[config.mk]
export PLATFORM = sky130hd
export DESIGN_NAME = div_unit
export DESIGN_NICKNAME = d
export VERILOG_FILES = /design/src/rtl/div_pkg.sv /design/src/rtl/div_step.sv /design/src/rtl/div_unit.sv
export SDC_FILE = /design/constraint.sdc
export NUM_CORES = 1
export LEC_CHECK = 0
export CAP_MARGIN = 25
export CELL_PAD_IN_SITES_DETAIL_PLACEMENT = 1
export CELL_PAD_IN_SITES_GLOBAL_PLACEMENT = 2
export CORE_MARGIN = 2
export CORE_UTILIZATION = 36
export CTS_CLUSTER_DIAMETER = 60
export CTS_CLUSTER_SIZE = 20
export DETAILED_ROUTE_END_ITERATION = 8
export PLACE_DENSITY_LB_ADDON = 0.1
export SLEW_MARGIN = 30
export SYNTH_ARGS = -nofsm -noshare
export SYNTH_HDL_FRONTEND = slang
export SYNTH_SLANG_ARGS = --single-unit
export TNS_END_PERCENT = 5
[constraint.sdc]
create_clock -name clk -period 9.78 [get_ports clk]
set_clock_uncertainty 0.15 [all_clocks]
set_input_delay 2.934 -clock clk [delete_from_list [all_inputs] [get_ports clk]]
set_output_delay 2.934 -clock clk [all_outputs]
set_load 0.005 [all_outputs]
[src/rtl/div_pkg.sv]
// Shared definitions for the iterative divider: op encodings, FSM states, default width.
package div_pkg;

  localparam int DEFAULT_WIDTH = 64;

  typedef enum logic [1:0] {
    DIV  = 2'b00,
    DIVU = 2'b01,
    REM  = 2'b10,
    REMU = 2'b11
  } op_e;

  typedef enum logic [1:0] {
    IDLE = 2'b00,
    CALC = 2'b01,
    FIX  = 2'b10,
    DONE = 2'b11
  } state_e;

endpackage

[src/rtl/div_step.sv]
// One restoring-division iteration: shift the remainder left, bring in the next
// dividend bit, and subtract the divisor when it fits.
module div_step
  import div_pkg::*;
#(
  parameter int WIDTH = DEFAULT_WIDTH
) (
  input  logic [WIDTH-1:0] rem_i,
  input  logic             dvd_msb_i,
  input  logic [WIDTH-1:0] dvs_i,
  output logic [WIDTH-1:0] rem_o,
  output logic             q_bit_o
);

  logic [WIDTH:0] shifted;
  logic [WIDTH:0] diff;

  assign shifted = {rem_i, dvd_msb_i};
  assign diff    = shifted - {1'b0, dvs_i};

  // rem_i < dvs_i keeps shifted below 2*dvs_i, so the top bit of the
  // WIDTH+1-bit difference is a clean borrow flag.
  assign q_bit_o = ~diff[WIDTH];
  assign rem_o   = q_bit_o ? diff[WIDTH-1:0] : shifted[WIDTH-1:0];

endmodule

[src/rtl/div_unit.sv]
// Multi-cycle signed/unsigned divider and remainder unit: one quotient bit per
// cycle, with single-cycle handling of divide-by-zero and signed overflow.
module div_unit
  import div_pkg::*;
#(
  parameter int WIDTH = DEFAULT_WIDTH
) (
  input  logic             clk,
  input  logic             rst,
  input  logic             start,
  input  logic [1:0]       op,
  input  logic [WIDTH-1:0] a,
  input  logic [WIDTH-1:0] b,
  output logic             busy,
  output logic             done,
  output logic [WIDTH-1:0] out,
  output logic             zero
);

  localparam int CNT_W = (WIDTH > 1) ? $clog2(WIDTH) : 1;
  localparam logic [WIDTH-1:0] MIN_VAL = {1'b1, {(WIDTH-1){1'b0}}};

  state_e           state_q, state_d;
  logic [1:0]       op_q, op_d;
  logic             q_neg_q, q_neg_d;
  logic             r_neg_q, r_neg_d;
  logic             fast_q, fast_d;
  logic [WIDTH-1:0] dvd_q, dvd_d;
  logic [WIDTH-1:0] dvs_q, dvs_d;
  logic [WIDTH-1:0] rem_q, rem_d;
  logic [CNT_W-1:0] cnt_q, cnt_d;
  logic [WIDTH-1:0] out_q, out_d;
  logic             zero_q, zero_d;

  logic             in_signed, a_neg, b_neg;
  logic [WIDTH-1:0] abs_a, abs_b;
  logic [WIDTH-1:0] step_rem;
  logic             step_q;
  logic [WIDTH-1:0] q_res, r_res;

  assign in_signed = ~op[0];
  assign a_neg     = in_signed & a[WIDTH-1];
  assign b_neg     = in_signed & b[WIDTH-1];
  assign abs_a     = a_neg ? -a : a;
  assign abs_b     = b_neg ? -b : b;

  // The dividend register doubles as the quotient: bits shift out the top
  // into the step and quotient bits shift in at the bottom.
  div_step #(.WIDTH(WIDTH)) u_step (
    .rem_i     (rem_q),
    .dvd_msb_i (dvd_q[WIDTH-1]),
    .dvs_i     (dvs_q),
    .rem_o     (step_rem),
    .q_bit_o   (step_q)
  );

  // Fast-path results are already final, so the sign fix-up is bypassed.
  assign q_res = (q_neg_q && !fast_q) ? -dvd_q : dvd_q;
  assign r_res = (r_neg_q && !fast_q) ? -rem_q : rem_q;

  // NOTE: every signal driven here gets a default first so no path leaves it unassigned (no latches).
  always_comb begin
    state_d = state_q;
    op_d    = op_q;
    q_neg_d = q_neg_q;
    r_neg_d = r_neg_q;
    fast_d  = fast_q;
    dvd_d   = dvd_q;
    dvs_d   = dvs_q;
    rem_d   = rem_q;
    cnt_d   = cnt_q;
    out_d   = out_q;
    zero_d  = zero_q;
    busy    = (state_q != IDLE);
    done    = (state_q == DONE);

    unique case (state_q)
      IDLE: begin
        if (start) begin
          op_d    = op;
          q_neg_d = a_neg ^ b_neg;
          r_neg_d = a_neg;
          dvs_d   = abs_b;
          cnt_d   = CNT_W'(WIDTH - 1);
          if (b == '0) begin
            fast_d  = 1'b1;
            dvd_d   = '1;
            rem_d   = a;
            state_d = FIX;
          end else if (in_signed && (a == MIN_VAL) && (b == '1)) begin
            fast_d  = 1'b1;
            dvd_d   = a;
            rem_d   = '0;
            state_d = FIX;
          end else begin
            fast_d  = 1'b0;
            dvd_d   = abs_a;
            rem_d   = '0;
            state_d = CALC;
          end
        end
      end
      CALC: begin
        rem_d = step_rem;
        dvd_d = {dvd_q[WIDTH-2:0], step_q};
        cnt_d = cnt_q - CNT_W'(1);
        if (cnt_q == '0) state_d = FIX;
      end
      FIX: begin
        out_d   = op_q[1] ? r_res : q_res;
        zero_d  = (out_d == '0);
        state_d = DONE;
      end
      DONE: state_d = IDLE;
      default: state_d = IDLE;
    endcase
  end

  // NOTE: only control and visible outputs are reset; the datapath registers
  // are always loaded on an accepted start before they are read.
  always_ff @(posedge clk) begin
    if (rst) begin
      state_q <= IDLE;
      cnt_q   <= '0;
      out_q   <= '0;
      zero_q  <= 1'b1;
    end else begin
      // NOTE: non-blocking assignments so every register samples pre-edge values.
      state_q <= state_d;
      cnt_q   <= cnt_d;
      out_q   <= out_d;
      zero_q  <= zero_d;
    end
    op_q    <= op_d;
    q_neg_q <= q_neg_d;
    r_neg_q <= r_neg_d;
    fast_q  <= fast_d;
    dvd_q   <= dvd_d;
    dvs_q   <= dvs_d;
    rem_q   <= rem_d;
  end

  assign out  = out_q;
  assign zero = zero_q;

endmodule

Word-level counts from Yosys, hierarchy flattened
Cells that the tools add are included.

storage, ports and cells
  bits in registers = 270
  bits of input ports = 133
  output and inout port bits = 67
  logic and storage cells = 64

cells by class
  add/sub/neg operators = 6
  equality and inequality tests = 7
  multiplexer cells = 21
  bitwise operators = 5
  reduce and logical (&&, ||, !) cells = 14

operators with widths
  cell                    count
  $mux W64                11
  $neg A64 Y64            4
  $pmux W64 S2            2
  $eq A64 B64 Y1 const B  2
  $logic_not A64 Y1       2
  $sub A65 B64 Y65        1
  $pmux W6 S2             1
  $mux W2                 4
  $pmux W2 S4             1
  $logic_not A6 Y1        1
  $mux W6                 1
  $reduce_and A2 Y1       3
  $sub A6 B1 Y6 const B   1
  $eq A2 B2 Y1 const B    2
  $logic_and A1 B1 Y1     4
  $ne A2 B2 Y1 const B    2
  $reduce_bool A2 Y1      2
  $and A1 B1 Y1           2
  $eq A2 B1 Y1 const B    1
  $logic_not A2 Y1        1
  $not A1 Y1              2
  $logic_not A1 Y1        1
  $mux W1                 1
  $xor A1 B1 Y1           1

Longest topological paths before layout
  depth after elaboration = 7
  gate-level depth with buffers = 15
  mapped depth without buffers = 14

By module
A second synthesis with hierarchy kept.

second synthesis, totals
  cells, all modules = 2809
  area total of the unflattened synthesis = 22322.7 µm²

by module, submodules not included
  module    instances  cells an instance  area each (µm²)  sequential area each (µm²)
  div_unit  1          2014               17596.9          7347.0
  div_step  1          795                4725.8           0.0

Least setup slack after synthesis
Ideal clock, no wire load.

  path type = input-to-reg
  start = in start
  end = reg cnt_q[5]
  setup time = 132 ps
  arrival time = 8105 ps
  data required time = 9498 ps
  slack = 1393 ps
  stages on the path = 6
  buffers on the path = 0
  path through = and2_1 > a21o_1 > nand2_1 > nor3_1 > xnor2_1 > a21oi_1

between the ends
  cells in the longest elaborated chain, start to end = 2

RTL lines
  element                             RTL line         RTL
  from (decl)                         div_unit.sv:10   input logic start,
  $ne A2 B2 Y1 (no source line)       --
  $reduce_and A2 Y1 (no source line)  --
  to (signal assigned)                div_unit.sv:130  cnt_q <= cnt_d;
  to (decl)                           div_unit.sv:31   logic [CNT_W-1:0] cnt_q, cnt_d;

No other way between the ends.
A chain may end at the register's enable or synchronous reset.

Final worst setup path
  start = in b[12]
  end = reg rem_q[58], data pin

between the ends
  cells in the longest elaborated chain, start to end = 4

RTL lines
  element               RTL line         RTL
  from (decl)           div_unit.sv:13   input logic [WIDTH-1:0] b,
  $logic_not A64 Y1     div_unit.sv:85   if (b == '0) begin
  $mux W64              div_unit.sv:85
  $mux W64              div_unit.sv:79   if (start) begin
  $pmux W64 S2          div_unit.sv:77   unique case (state_q)
  net rem_d[58]         div_unit.sv:30   logic [WIDTH-1:0] rem_q, rem_d;
  to (signal assigned)  div_unit.sv:140  rem_q <= rem_d;
  to (decl)             div_unit.sv:30

The timed path passes the listed nets, and every way through them passes these cells. The select of a mux whose other input is x is not followed.

==> out/metrics.cfg <==
[run_status]
status = finished, final reports clean

[worst_setup_path]
cp_max_fo = 15
cp_data_required_time_ns = 10.03
crit_arrival_ns = 7.97
critPathLaunchType = input pin
end_kind = register
setup.worst_path.class = in -> reg

[place]
placed_cells = 3489
io_buffers = 199
hpwl_um = 66200
place.gp.congestion = 0.897
post-place-ws_ns = 1.50

[route]
first_pass_iters = 5
initialDrtViolationCount = 1482
num_vias = 20400
viasPerCell = 5.77
routed_wl_um = 82000
ant_nets = 0
drc = 0
wl_per_cell_um = 23.2

[sta]
min_period_ns = 7.73
setup_viol = 0
fin_setup_tns_ns = 0
final_hold_viol_count = 0
slew_headroom_pct = 37.1
hold_ws_ns = 0.322
rsz0062_at_grt = false
final_max_slew_viol_count = 0
fmax_ghz = 0.129
setup_ws_ns = 2.05
finalCritPeriodShare_pct = 79.0
worst_pin_slew_ns = 0.944

[clocking]
clk_pin_slew_ns = 0.07
postCtsHoldBufs = 0
cts_tree = done
clock-sinks = 269
h-tree-depth = 1
cts_setup_buffers = 0
cts_buffer_depth = 3
clock-root-buffer = clkbuf_16
clk-insertion-delay-late_ns = 0.57
cts_buffers = 27
cts_resized = 0

[yosys]
synthTopCellsByArea = edfxtp_1 (27%), xnor2_1 (6.7%), dfxtp_1 (6.7%), a21oi_1 (5.7%), nor2_1 (4.5%)
ys_warn_count = 0
synth_ff_type = edfxtp_1
syn_area_um2 = 21800
synth_edf_count = 196
syn_avg_cell_area_um2 = 8.29
netlist.area_leader.share_pct = 27.0
synth_top_area_cell = edfxtp_1
syn_inst = 2629
netlist-cell-type-count = 80
synth_nets = 2838
synth_seq_cells = 269
ys_seq_area_share_pct = 33.7
synthArstFlopShare_pct = 0

[global_routing]
track_usage_pct = 25.6
grt_max_degree = 78
overflow = 0
grt_pass1_wl_um = 125000
grt_pass1_vias = 20500
antenna_found_initial = 1

[pwr]
p_leak_nw = 8.82
p_int_mw = 4.39
power_frac_comb_pct = 57.4
p_per_area_nw_per_um2 = 345
p_sw_share_pct = 49.9
fin_total_pwr_mw = 8.76
p_sw_mw = 4.37
seqPwrFrac_pct = 30.1
ir_drop_v = 0.000268
pwr-share-clk_pct = 12.6

[finish]
drive_gt1_share_pct = 4.50
nets = 2946
area_growth_pct = 16.6
fin_cells = 3540

[hold_path]
holdCritPathClass = reg -> reg

[floorplan]
dieArea_um2 = 62500
core-area_um2 = 60100
num_rows = 90
dieHeight_um = 250
io_pins = 200
start_util_pct = 36.3
die_w_um = 250

[job]
maxCapViolations = 0

[metrics by stage]
| step | instance area (um2) | util (%) |
|---|---|---|
| floorplan | 21800 | - |
| global placement | 24400 | 40.6 |
| detailed placement | 24400 | 40.7 |
| CTS | 25400 | 42.2 |
| global route | 25400 | 42.3 |
| finish | 25400 | 42.3 |
[layout make-up]
class	count	area, um2
fill	7151	34700
multi-input combinational	2078	13400
sequential	269	7350
timing repair buffer	229	2220
tap	782	978
clock buffer	30	729
inverter	132	497
clock inverter	19	218
antenna	1	2.50
[worst max-delay path: stages]
cell and delay [ns]:
clkdlybuf4s50_1 0.51, or4_1 0.64, nor4_1 0.33, or4b_1 0.53
or4_1 0.55, nand4b_1 0.39, nor2_1 0.36, nand3b_1 0.56
nor2_2 0.81, a22oi_1 0.18, o21ai_0 0.15
[synthesized netlist by cell type, drive strengths merged (7+ instances only)]
cell type	n
nor2	265
a21oi	248
edfxtp	196
o21ai	195
nand2	178
xnor2	167
inv	130
clkbuf	116
xor2	114
mux2i	85
nand3	82
nor3	76
ha	75
dfxtp	73
nor4	58
o31ai	53
nand4	48
or3	44
or4	41
a31oi	38
buf	34
nand2b	29
a21o	26
o41ai	25
a2bb2oi	21
o211ai	21
nor2b	18
o21a	15
a22oi	14
o21bai	12
or2	12
o311ai	10
and2	8
a211oi	7
a41oi	7
and4	7
o31a	7
[flip-flops by register name, indices dropped and copies added (netlist names)]
signal   flops
dvd_q       64
dvs_q       64
out         64
rem_q       64
cnt_q        6
state_q      2
fast_q       1
op_q         1
q_neg_q      1
r_neg_q      1
zero         1
[power groups by stage]
stage                     registers (mW)  logic, mW  clock network [mW]
after detailed placement            2.62       4.98                   0
after CTS                           2.60       5.00                1.13
after global routing                2.68       5.58                1.17
after global placement              2.59       4.88                   0
final                               2.63       5.02                1.10
after floorplan                     2.26       3.56                   0
[placed cells by master (no fill, tap or decap), types with 15 or more instances in the layout]
master,count
a21o_1,25
a21oi_1,248
a2bb2oi_1,21
a31oi_1,38
buf_4,29
clkbuf_16,29
clkdlybuf4s50_1,198
dfxtp_1,73
edfxtp_1,196
ha_1,73
inv_1,129
mux2i_1,85
nand2_1,178
nand2b_1,29
nand3_1,82
nand4_1,47
nor2_1,264
nor2b_1,15
nor3_1,76
nor4_1,51
o211ai_1,21
o21a_1,15
o21ai_0,186
o31ai_1,52
o41ai_1,23
or3_1,44
or4_1,37
xnor2_1,166
xor2_1,113
[path summary, 6_finish.rpt]
check	start	end	slack (ns)	cells past startpoint
worst max-delay path	b[12]	rem_q[58]	2.05	11
worst min-delay path	out[3]	out[3]	0.32	2
worst max register to register	rem_q[0]	rem_q[62]	4.14	14
worst min register to register	out[3]	out[3]	0.32	2
[routing by layer]
metal	share of wire, %	routed length [um]	up-vias	track usage, %
li1	-	-	9914	-
met1	49	40500	9968	37.8
met2	44	36000	472	40.3
met3	4.3	3510	83	1.71
met4	2.4	1940	0	6.69
met5	0	0	-	0
[kinds of logic (layout without fill, tap and decap cells)]
logic type,Yosys count,after routing,synth area share (%)
and+or+nand+nor,895,895,20.6
AOI/OAI and AO/OA,739,739,20.9
DFF,269,269,33.7
adders and majority gates,76,76,4.40
xor gates and xnor gates,281,281,11.3
buffers and inverters,282,410,5.06
muxes,87,87,4.01
other,0,1,0
No activity file was read; power rests on OpenSTA's default activity.
